### src/rtl/uart_pkg.sv
// Shared types and constants for the UART receiver: FSM state encoding and
// oversampling points within a bit period.
package uart_pkg;

  typedef enum logic [2:0] {
    IDLE,
    START,
    DATA,
    PARITY,
    STOP
  } uart_rx_state_t;

  // Ticks per bit period and the tick-counter values at which the line is sampled.
  localparam int          OVERSAMPLE   = 8;
  localparam int          CNT_W        = $clog2(OVERSAMPLE);
  localparam logic [2:0]  START_SAMPLE = 3'd3;
  localparam logic [2:0]  BIT_SAMPLE   = 3'd7;

endpackage

### src/rtl/uart_rx_if.sv
// Output handshake of the UART receiver: held word, error flags and the
// consumer's ready. The receiver is the master, the consumer the slave.
interface uart_rx_if #(
  parameter int DATA_BITS = 8
);

  logic [DATA_BITS-1:0] rx_data;
  logic                 rx_valid;
  logic                 rx_ready;
  logic                 frame_err;
  logic                 parity_err;
  logic                 overrun_err;

  modport master (
    output rx_data,
    output rx_valid,
    output frame_err,
    output parity_err,
    output overrun_err,
    input  rx_ready
  );

  modport slave (
    input  rx_data,
    input  rx_valid,
    input  frame_err,
    input  parity_err,
    input  overrun_err,
    output rx_ready
  );

endinterface

### src/rtl/uart_rx_sync.sv
// Two-flop synchroniser for an asynchronous single-bit input, with a
// selectable reset value so an idle-high line stays high through reset.
module rx_sync #(
  parameter logic RST_VAL = 1'b1
) (
  input  logic clk_i,
  input  logic rst_i,
  input  logic d_i,
  output logic q_o
);

  logic meta_q;
  logic sync_q;

  // Two back-to-back flops give the first stage a full cycle to resolve.
  always_ff @(posedge clk_i or posedge rst_i) begin
    if (rst_i) begin
      meta_q <= RST_VAL;
      sync_q <= RST_VAL;
    end else begin
      meta_q <= d_i;
      sync_q <= meta_q;
    end
  end

  assign q_o = sync_q;

endmodule

### src/rtl/uart_rx.sv
// UART receiver: 8x-oversampled start/data/(parity)/stop deserialiser with a
// one-entry output register and valid/ready handshake.
// Optional even-parity bit enabled by defining UART_RX_PARITY_EN; without it
// the frame is start + DATA_BITS + stop and parity_err is tied low.
module uart_rx
  import uart_pkg::*;
#(
  parameter int DATA_BITS = 8
) (
  input  logic      sys_clk,
  input  logic      reset,
  input  logic      bclk_x8,
  input  logic      rx,
  output logic      busy,
  uart_rx_if.master rx_if
);

  localparam logic [2:0] LAST_BIT = 3'(DATA_BITS - 1);

  logic                 rx_s;
  logic                 rx_q;
  logic                 b8_q;
  logic                 tick;

  uart_rx_state_t       state_q;
  logic [CNT_W-1:0]     cnt_q;
  logic [2:0]           bit_idx_q;
  logic [DATA_BITS-1:0] shift_q;
`ifdef UART_RX_PARITY_EN
  logic                 par_bad_q;
`endif

  logic                 load_d;
  logic                 ferr_d;
  logic                 perr_d;

  logic [DATA_BITS-1:0] data_q;
  logic                 valid_q;
  logic                 ferr_q;
  logic                 perr_q;
  logic                 oerr_q;

  rx_sync #(
    .RST_VAL(1'b1)
  ) u_rx_sync (
    .clk_i(sys_clk),
    .rst_i(reset),
    .d_i  (rx),
    .q_o  (rx_s)
  );

  // Delayed copies for start-edge detection and baud-tick edge detection.
  always_ff @(posedge sys_clk or posedge reset) begin
    if (reset) begin
      rx_q <= 1'b1;
      b8_q <= 1'b0;
    end else begin
      rx_q <= rx_s;
      b8_q <= bclk_x8;
    end
  end

  assign tick = bclk_x8 & ~b8_q;

  // The output register loads on the same edge the stop bit is sampled.
  assign load_d = (state_q == STOP) && tick && (cnt_q == BIT_SAMPLE);
  assign ferr_d = ~rx_s;
`ifdef UART_RX_PARITY_EN
  assign perr_d = par_bad_q;
`else
  assign perr_d = 1'b0;
`endif

  // Frame FSM: start qualification, LSB-first shift, optional parity, stop.
  always_ff @(posedge sys_clk or posedge reset) begin
    if (reset) begin
      state_q   <= IDLE;
      cnt_q     <= '0;
      bit_idx_q <= '0;
      shift_q   <= '0;
`ifdef UART_RX_PARITY_EN
      par_bad_q <= 1'b0;
`endif
    end else begin
      case (state_q)
        IDLE: begin
          // Only a high-to-low transition starts a frame; a stuck-low line does not.
          if (rx_q && !rx_s) begin
            cnt_q   <= '0;
            state_q <= START;
          end
        end
        START: begin
          if (tick) begin
            if (cnt_q == START_SAMPLE) begin
              if (rx_s) begin
                state_q <= IDLE;
              end else begin
                cnt_q     <= '0;
                bit_idx_q <= '0;
                state_q   <= DATA;
              end
            end else begin
              cnt_q <= cnt_q + 3'd1;
            end
          end
        end
        DATA: begin
          if (tick) begin
            cnt_q <= cnt_q + 3'd1;
            if (cnt_q == BIT_SAMPLE) begin
              shift_q <= {rx_s, shift_q[DATA_BITS-1:1]};
              if (bit_idx_q == LAST_BIT) begin
`ifdef UART_RX_PARITY_EN
                state_q <= PARITY;
`else
                state_q <= STOP;
`endif
              end else begin
                bit_idx_q <= bit_idx_q + 3'd1;
              end
            end
          end
        end
`ifdef UART_RX_PARITY_EN
        PARITY: begin
          if (tick) begin
            cnt_q <= cnt_q + 3'd1;
            if (cnt_q == BIT_SAMPLE) begin
              // Even parity: data bits plus parity bit must XOR to zero.
              par_bad_q <= (^shift_q) ^ rx_s;
              state_q   <= STOP;
            end
          end
        end
`endif
        STOP: begin
          if (tick) begin
            cnt_q <= cnt_q + 3'd1;
            if (cnt_q == BIT_SAMPLE) begin
              state_q <= IDLE;
            end
          end
        end
        default: state_q <= IDLE;
      endcase
    end
  end

  // One-entry holding register; a load wins over a simultaneous handshake.
  always_ff @(posedge sys_clk or posedge reset) begin
    if (reset) begin
      data_q  <= '0;
      valid_q <= 1'b0;
      ferr_q  <= 1'b0;
      perr_q  <= 1'b0;
      oerr_q  <= 1'b0;
    end else if (load_d) begin
      data_q  <= shift_q;
      valid_q <= 1'b1;
      ferr_q  <= ferr_d;
      perr_q  <= perr_d;
      oerr_q  <= valid_q && !rx_if.rx_ready;
    end else if (valid_q && rx_if.rx_ready) begin
      valid_q <= 1'b0;
      ferr_q  <= 1'b0;
      perr_q  <= 1'b0;
      oerr_q  <= 1'b0;
    end
  end

  assign busy              = (state_q != IDLE);
  assign rx_if.rx_data     = data_q;
  assign rx_if.rx_valid    = valid_q;
  assign rx_if.frame_err   = ferr_q;
  assign rx_if.parity_err  = perr_q;
  assign rx_if.overrun_err = oerr_q;

endmodule
### src/flat_wrapper.sv
// flat-port wrapper written by rule: the top's interface ports become plain ports
module uart_rx_flat import uart_pkg::*;
#(
  parameter int DATA_BITS = 8
)
  (sys_clk, reset, bclk_x8, rx, busy, rx_if_rx_data, rx_if_rx_valid, rx_if_frame_err, rx_if_parity_err, rx_if_overrun_err, rx_if_rx_ready);
  uart_rx_if #(.DATA_BITS(DATA_BITS)) rx_if_i ();
  input  logic sys_clk;
  input  logic reset;
  input  logic bclk_x8;
  input  logic rx;
  output logic busy;
  output wire logic [$bits(rx_if_i.rx_data)-1:0] rx_if_rx_data;
  output wire logic [$bits(rx_if_i.rx_valid)-1:0] rx_if_rx_valid;
  output wire logic [$bits(rx_if_i.frame_err)-1:0] rx_if_frame_err;
  output wire logic [$bits(rx_if_i.parity_err)-1:0] rx_if_parity_err;
  output wire logic [$bits(rx_if_i.overrun_err)-1:0] rx_if_overrun_err;
  input wire logic [$bits(rx_if_i.rx_ready)-1:0] rx_if_rx_ready;
  assign rx_if_rx_data = rx_if_i.rx_data;
  assign rx_if_rx_valid = rx_if_i.rx_valid;
  assign rx_if_frame_err = rx_if_i.frame_err;
  assign rx_if_parity_err = rx_if_i.parity_err;
  assign rx_if_overrun_err = rx_if_i.overrun_err;
  assign rx_if_i.rx_ready = rx_if_rx_ready;
  uart_rx #(.DATA_BITS(DATA_BITS)) u_core (.sys_clk(sys_clk), .reset(reset), .bclk_x8(bclk_x8), .rx(rx), .busy(busy), .rx_if(rx_if_i));
endmodule
### config.mk
export PLATFORM = sky130hd
export DESIGN_NAME = uart_rx_flat
export DESIGN_NICKNAME = d
export VERILOG_FILES = /design/src/rtl/uart_pkg.sv /design/src/rtl/uart_rx_if.sv /design/src/rtl/uart_rx_sync.sv /design/src/rtl/uart_rx.sv /design/src/flat_wrapper.sv
export SDC_FILE = /design/constraint.sdc
export NUM_CORES = 1
export LEC_CHECK = 0
export ABC_CLOCK_PERIOD_IN_PS = 2530
export BUFFER_PORTS_ARGS = -buffer_cell sky130_fd_sc_hd__clkbuf_2
export CAP_MARGIN = 20
export CORE_ASPECT_RATIO = 1.2
export CORE_UTILIZATION = 48
export DETAILED_ROUTE_END_ITERATION = 8
export PLACE_DENSITY = 0.68
export SLEW_MARGIN = 10
export SYNTH_ARGS = -nofsm -noshare
export SYNTH_HDL_FRONTEND = slang
export SYNTH_SLANG_ARGS = --single-unit
### constraint.sdc
create_clock -name sys_clk -period 2.53 [get_ports sys_clk]
set_input_delay 0.253 -clock sys_clk [delete_from_list [all_inputs] [get_ports sys_clk]]
set_output_delay 0.253 -clock sys_clk [all_outputs]
set_load 0.005 [all_outputs]
==> flow_summary.yaml <==
pwr:
  irDropWorstVdd_v: 0.0005645
  p_leak_nw: 0.8840
  finalPower_mw: 1.245
  power_density_nw_per_um2: 723.3
timing:
  fin_crit_sh_pct: 80.87
  setup_tns_ns: 0
  clock.fmax_mhz: 488.7
  final-max-slew-violation-count: 0
  finClkSkew_ns: 0.01246
  max_slew_margin_pct: 52.85
  setup_violations: 0
  hold_viol: 0
  rsz0062_at_grt: "false"
  worstMarginPinSlew_ns: 0.7065
  fin_crit_ns: 2.046
  whs_ns: 0.002558
logic_synthesis:
  synth.avg_cell_area_um2: 12.57
  syn-instance-count: 121
  netlist-cell-type-count: 36
  synth_top_area_share_pct: 47.70
  synthesis.nets: 133
  ys_seq_elements: 32
  netlist_area_um2: 1521
  synthTopCellsByArea: "dfrtp_1 (48%), mux2_2 (8.1%), ha_1 (5.8%)"
  post-synth-top-area-cell: "dfrtp_1"
  synth_warnings: 0
  ys_seq_area_share_pct: 52.88
setup_path:
  worstPathRequired_ns: 2.75
  rrSetupSlack_ns: 0.48
  worstPathArrival_ns: 2.27
  r2r_end: "u_core.rx_if.rx_data[2]"
  cp-start-kind: "flop"
  end_kind: "flop"
  crit_type: "reg2reg"
  r2r-start: "u_core.cnt_q[1]"
  cp_max_fo: 13
  worst-r2r-cell-count: 5
clocking:
  cts-root-buf: "clkbuf_4"
  cts_max_path_buffers: 2
  cts_buffers: 5
  clk_pin_slew_ns: 0.10
  cts_tree: "built"
  clock_sinks: 32
  clock_latency_ns: 0.33
  htree_levels: 2
grt:
  antenna_found_initial: 0
  track_usage_pct: 17.36
  grt_overflow: 0
  grt_pass1_wl_um: 4222
  grt_pass1_vias: 977
  grt_start_max_net_pins: 20
die:
  coreArea_um2: 3028
  dieArea_um2: 3400
  num_rows: 22
  pin_count: 18
  dieHeight_um: 63.68
  die_w_um: 53.40
  initial_core_util_pct: 50.25
placed_design:
  dp_hpwl_um: 1751
  gp_congestion: 0.8096
  port_buffers: 16
  dp.cells: 169
final_layout:
  num-nets-final: 153
  multi_input_area_um2: 641.9
  syn_to_final_growth_pct: 13.16
  fin_util_pct: 56.86
  fillerInstances: 272
  drive_above_1_share_pct: 35.92
  layout.cells.non_filler: 178
  antenna_cells: 0
  regArea_um2: 804.5
routing:
  drc: 0
  drt_iter0_markers: 6
  vias_per_cell: 5.270
  drt_pass1_iterations: 4
  wl_um: 2331
  wl_per_cell_um: 13.10
  vias: 938
  antenna_left: 0
hold_path:
  min_path_type: "in2async"
run_status:
  outcome: "complete, no violations"
flow_run:
  drv_cap: 0
## report_power, final
group          leakage, nW  internal, mW  switching [mW]
logic                0.411         0.101           0.112
registers            0.422         0.556          0.0467
clock network       0.0515         0.262           0.167
## worst max-delay path: stages, from the launching register on
cell and delay (ns):
dfrtp_1 0.36, ha_1 0.21, ha_1 0.23, nand3b_4 0.13, or3_1 0.62, mux2_4 0.38
## timing repair
item / in CTS / in global routing
hold buffers: 1 / 0
hold endpoints to repair: 1 / 0
resized for setup: 0 / 0
buffers inserted: 0 / 0
## cell type report
cell class | instances | share of cell area, %
multi-input combinational | 75 | 37.28
clock buffer | 7 | 3.779
inverter | 8 | 1.744
tap | 36 | 2.616
sequential | 32 | 46.73
clock inverter | 1 | 1.744
timing repair buffer | 19 | 6.105
## flip-flops by register name, indices dropped and copies added, names as in the netlist
signal and count:
u_core.rx_if.rx_data 8, u_core.u_rx_sync.q_o 1, u_core.u_rx_sync.meta_q 1, u_core.shift_q 8
u_core.cnt_q 3, u_core.rx_if.rx_valid 1, u_core.rx_if.frame_err 1, u_core.rx_q 1
u_core.state_q 3, u_core.b8_q 1, u_core.rx_if.overrun_err 1, u_core.bit_idx_q 3
## synth_stat cells (all sizes together)
master	number
a21boi	1
a21o	1
a21oi	3
a221oi	1
and3	1
buf	6
conb	1
dfrtp	29
dfstp	3
ha	7
inv	8
mux2	16
mux2i	4
nand2	11
nand2b	2
nand3	1
nand3b	2
nand4b	1
nor2	4
nor2b	1
nor3	2
nor3b	3
nor4bb	1
o211ai	1
o21ai	6
o2bb2ai	1
or3	2
or3b	1
xnor2	1
## cell usage in the layout, fill, tap and decap left out, types with 3 or more instances in the layout
| cell | count |
|---|---|
| nand2_1 | 11 |
| nor2_1 | 3 |
| clkbuf_4 | 5 |
| mux2_4 | 5 |
| o21ai_0 | 6 |
| clkbuf_2 | 16 |
| inv_1 | 8 |
| ha_1 | 7 |
| mux2i_1 | 4 |
| dfstp_2 | 3 |
| dfrtp_1 | 29 |
| mux2_2 | 11 |
| a21oi_1 | 3 |
## routing by layer
layer	wire [um]	GRT usage (%)	part of all wire (%)	up-vias
met4	48	7.237	2.1	0
met1	1020	19.38	44	468
met2	1177	28.13	50	14
met5	0	0	0	-
met3	84	7.246	3.6	5
li1	-	-	-	451
## per-stage QoR
| stage | area, um2 | setup slack [ns] |
|---|---|---|
| global route | 1722 | 0.3726 |
| detailed placement | 1617 | 0.4708 |
| global placement | 1617 | 0.5446 |
| CTS | 1722 | 0.4622 |
| floorplan | 1521 | 0.6550 |
| finish | 1722 | 0.4839 |
## kinds of logic (layout without fill, tap and decap cells)
| group | after synthesis | count (layout) | share of synthesized area (%) |
|---|---|---|---|
| AO/OA/AOI/OAI | 14 | 14 | 6.003 |
| XOR/XNOR | 1 | 1 | 0.5758 |
| adder cells (fa/ha/maj) | 7 | 7 | 5.756 |
| buffers and inverters | 14 | 35 | 4.934 |
| flip-flops | 32 | 32 | 52.88 |
| multiplexers | 20 | 20 | 15.71 |
| other | 1 | 1 | 0.2465 |
| AND/OR/NAND/NOR | 32 | 32 | 13.90 |
## worst max-delay path by stage
stage	start	endpoint	slack (ns)	cells past startpoint
after floorplan	u_core.cnt_q[0]	u_core.rx_if.rx_data[0]	0.65	7
after global placement	u_core.cnt_q[0]	u_core.rx_if.rx_data[0]	0.54	5
after detailed placement	u_core.cnt_q[0]	u_core.rx_if.rx_data[7]	0.47	5
after CTS	u_core.cnt_q[1]	u_core.rx_if.rx_data[1]	0.46	5
after global routing	u_core.cnt_q[1]	u_core.rx_if.rx_data[1]	0.37	5
final	u_core.cnt_q[1]	u_core.rx_if.rx_data[2]	0.48	5
No activity file was read; power rests on OpenSTA's default activity.
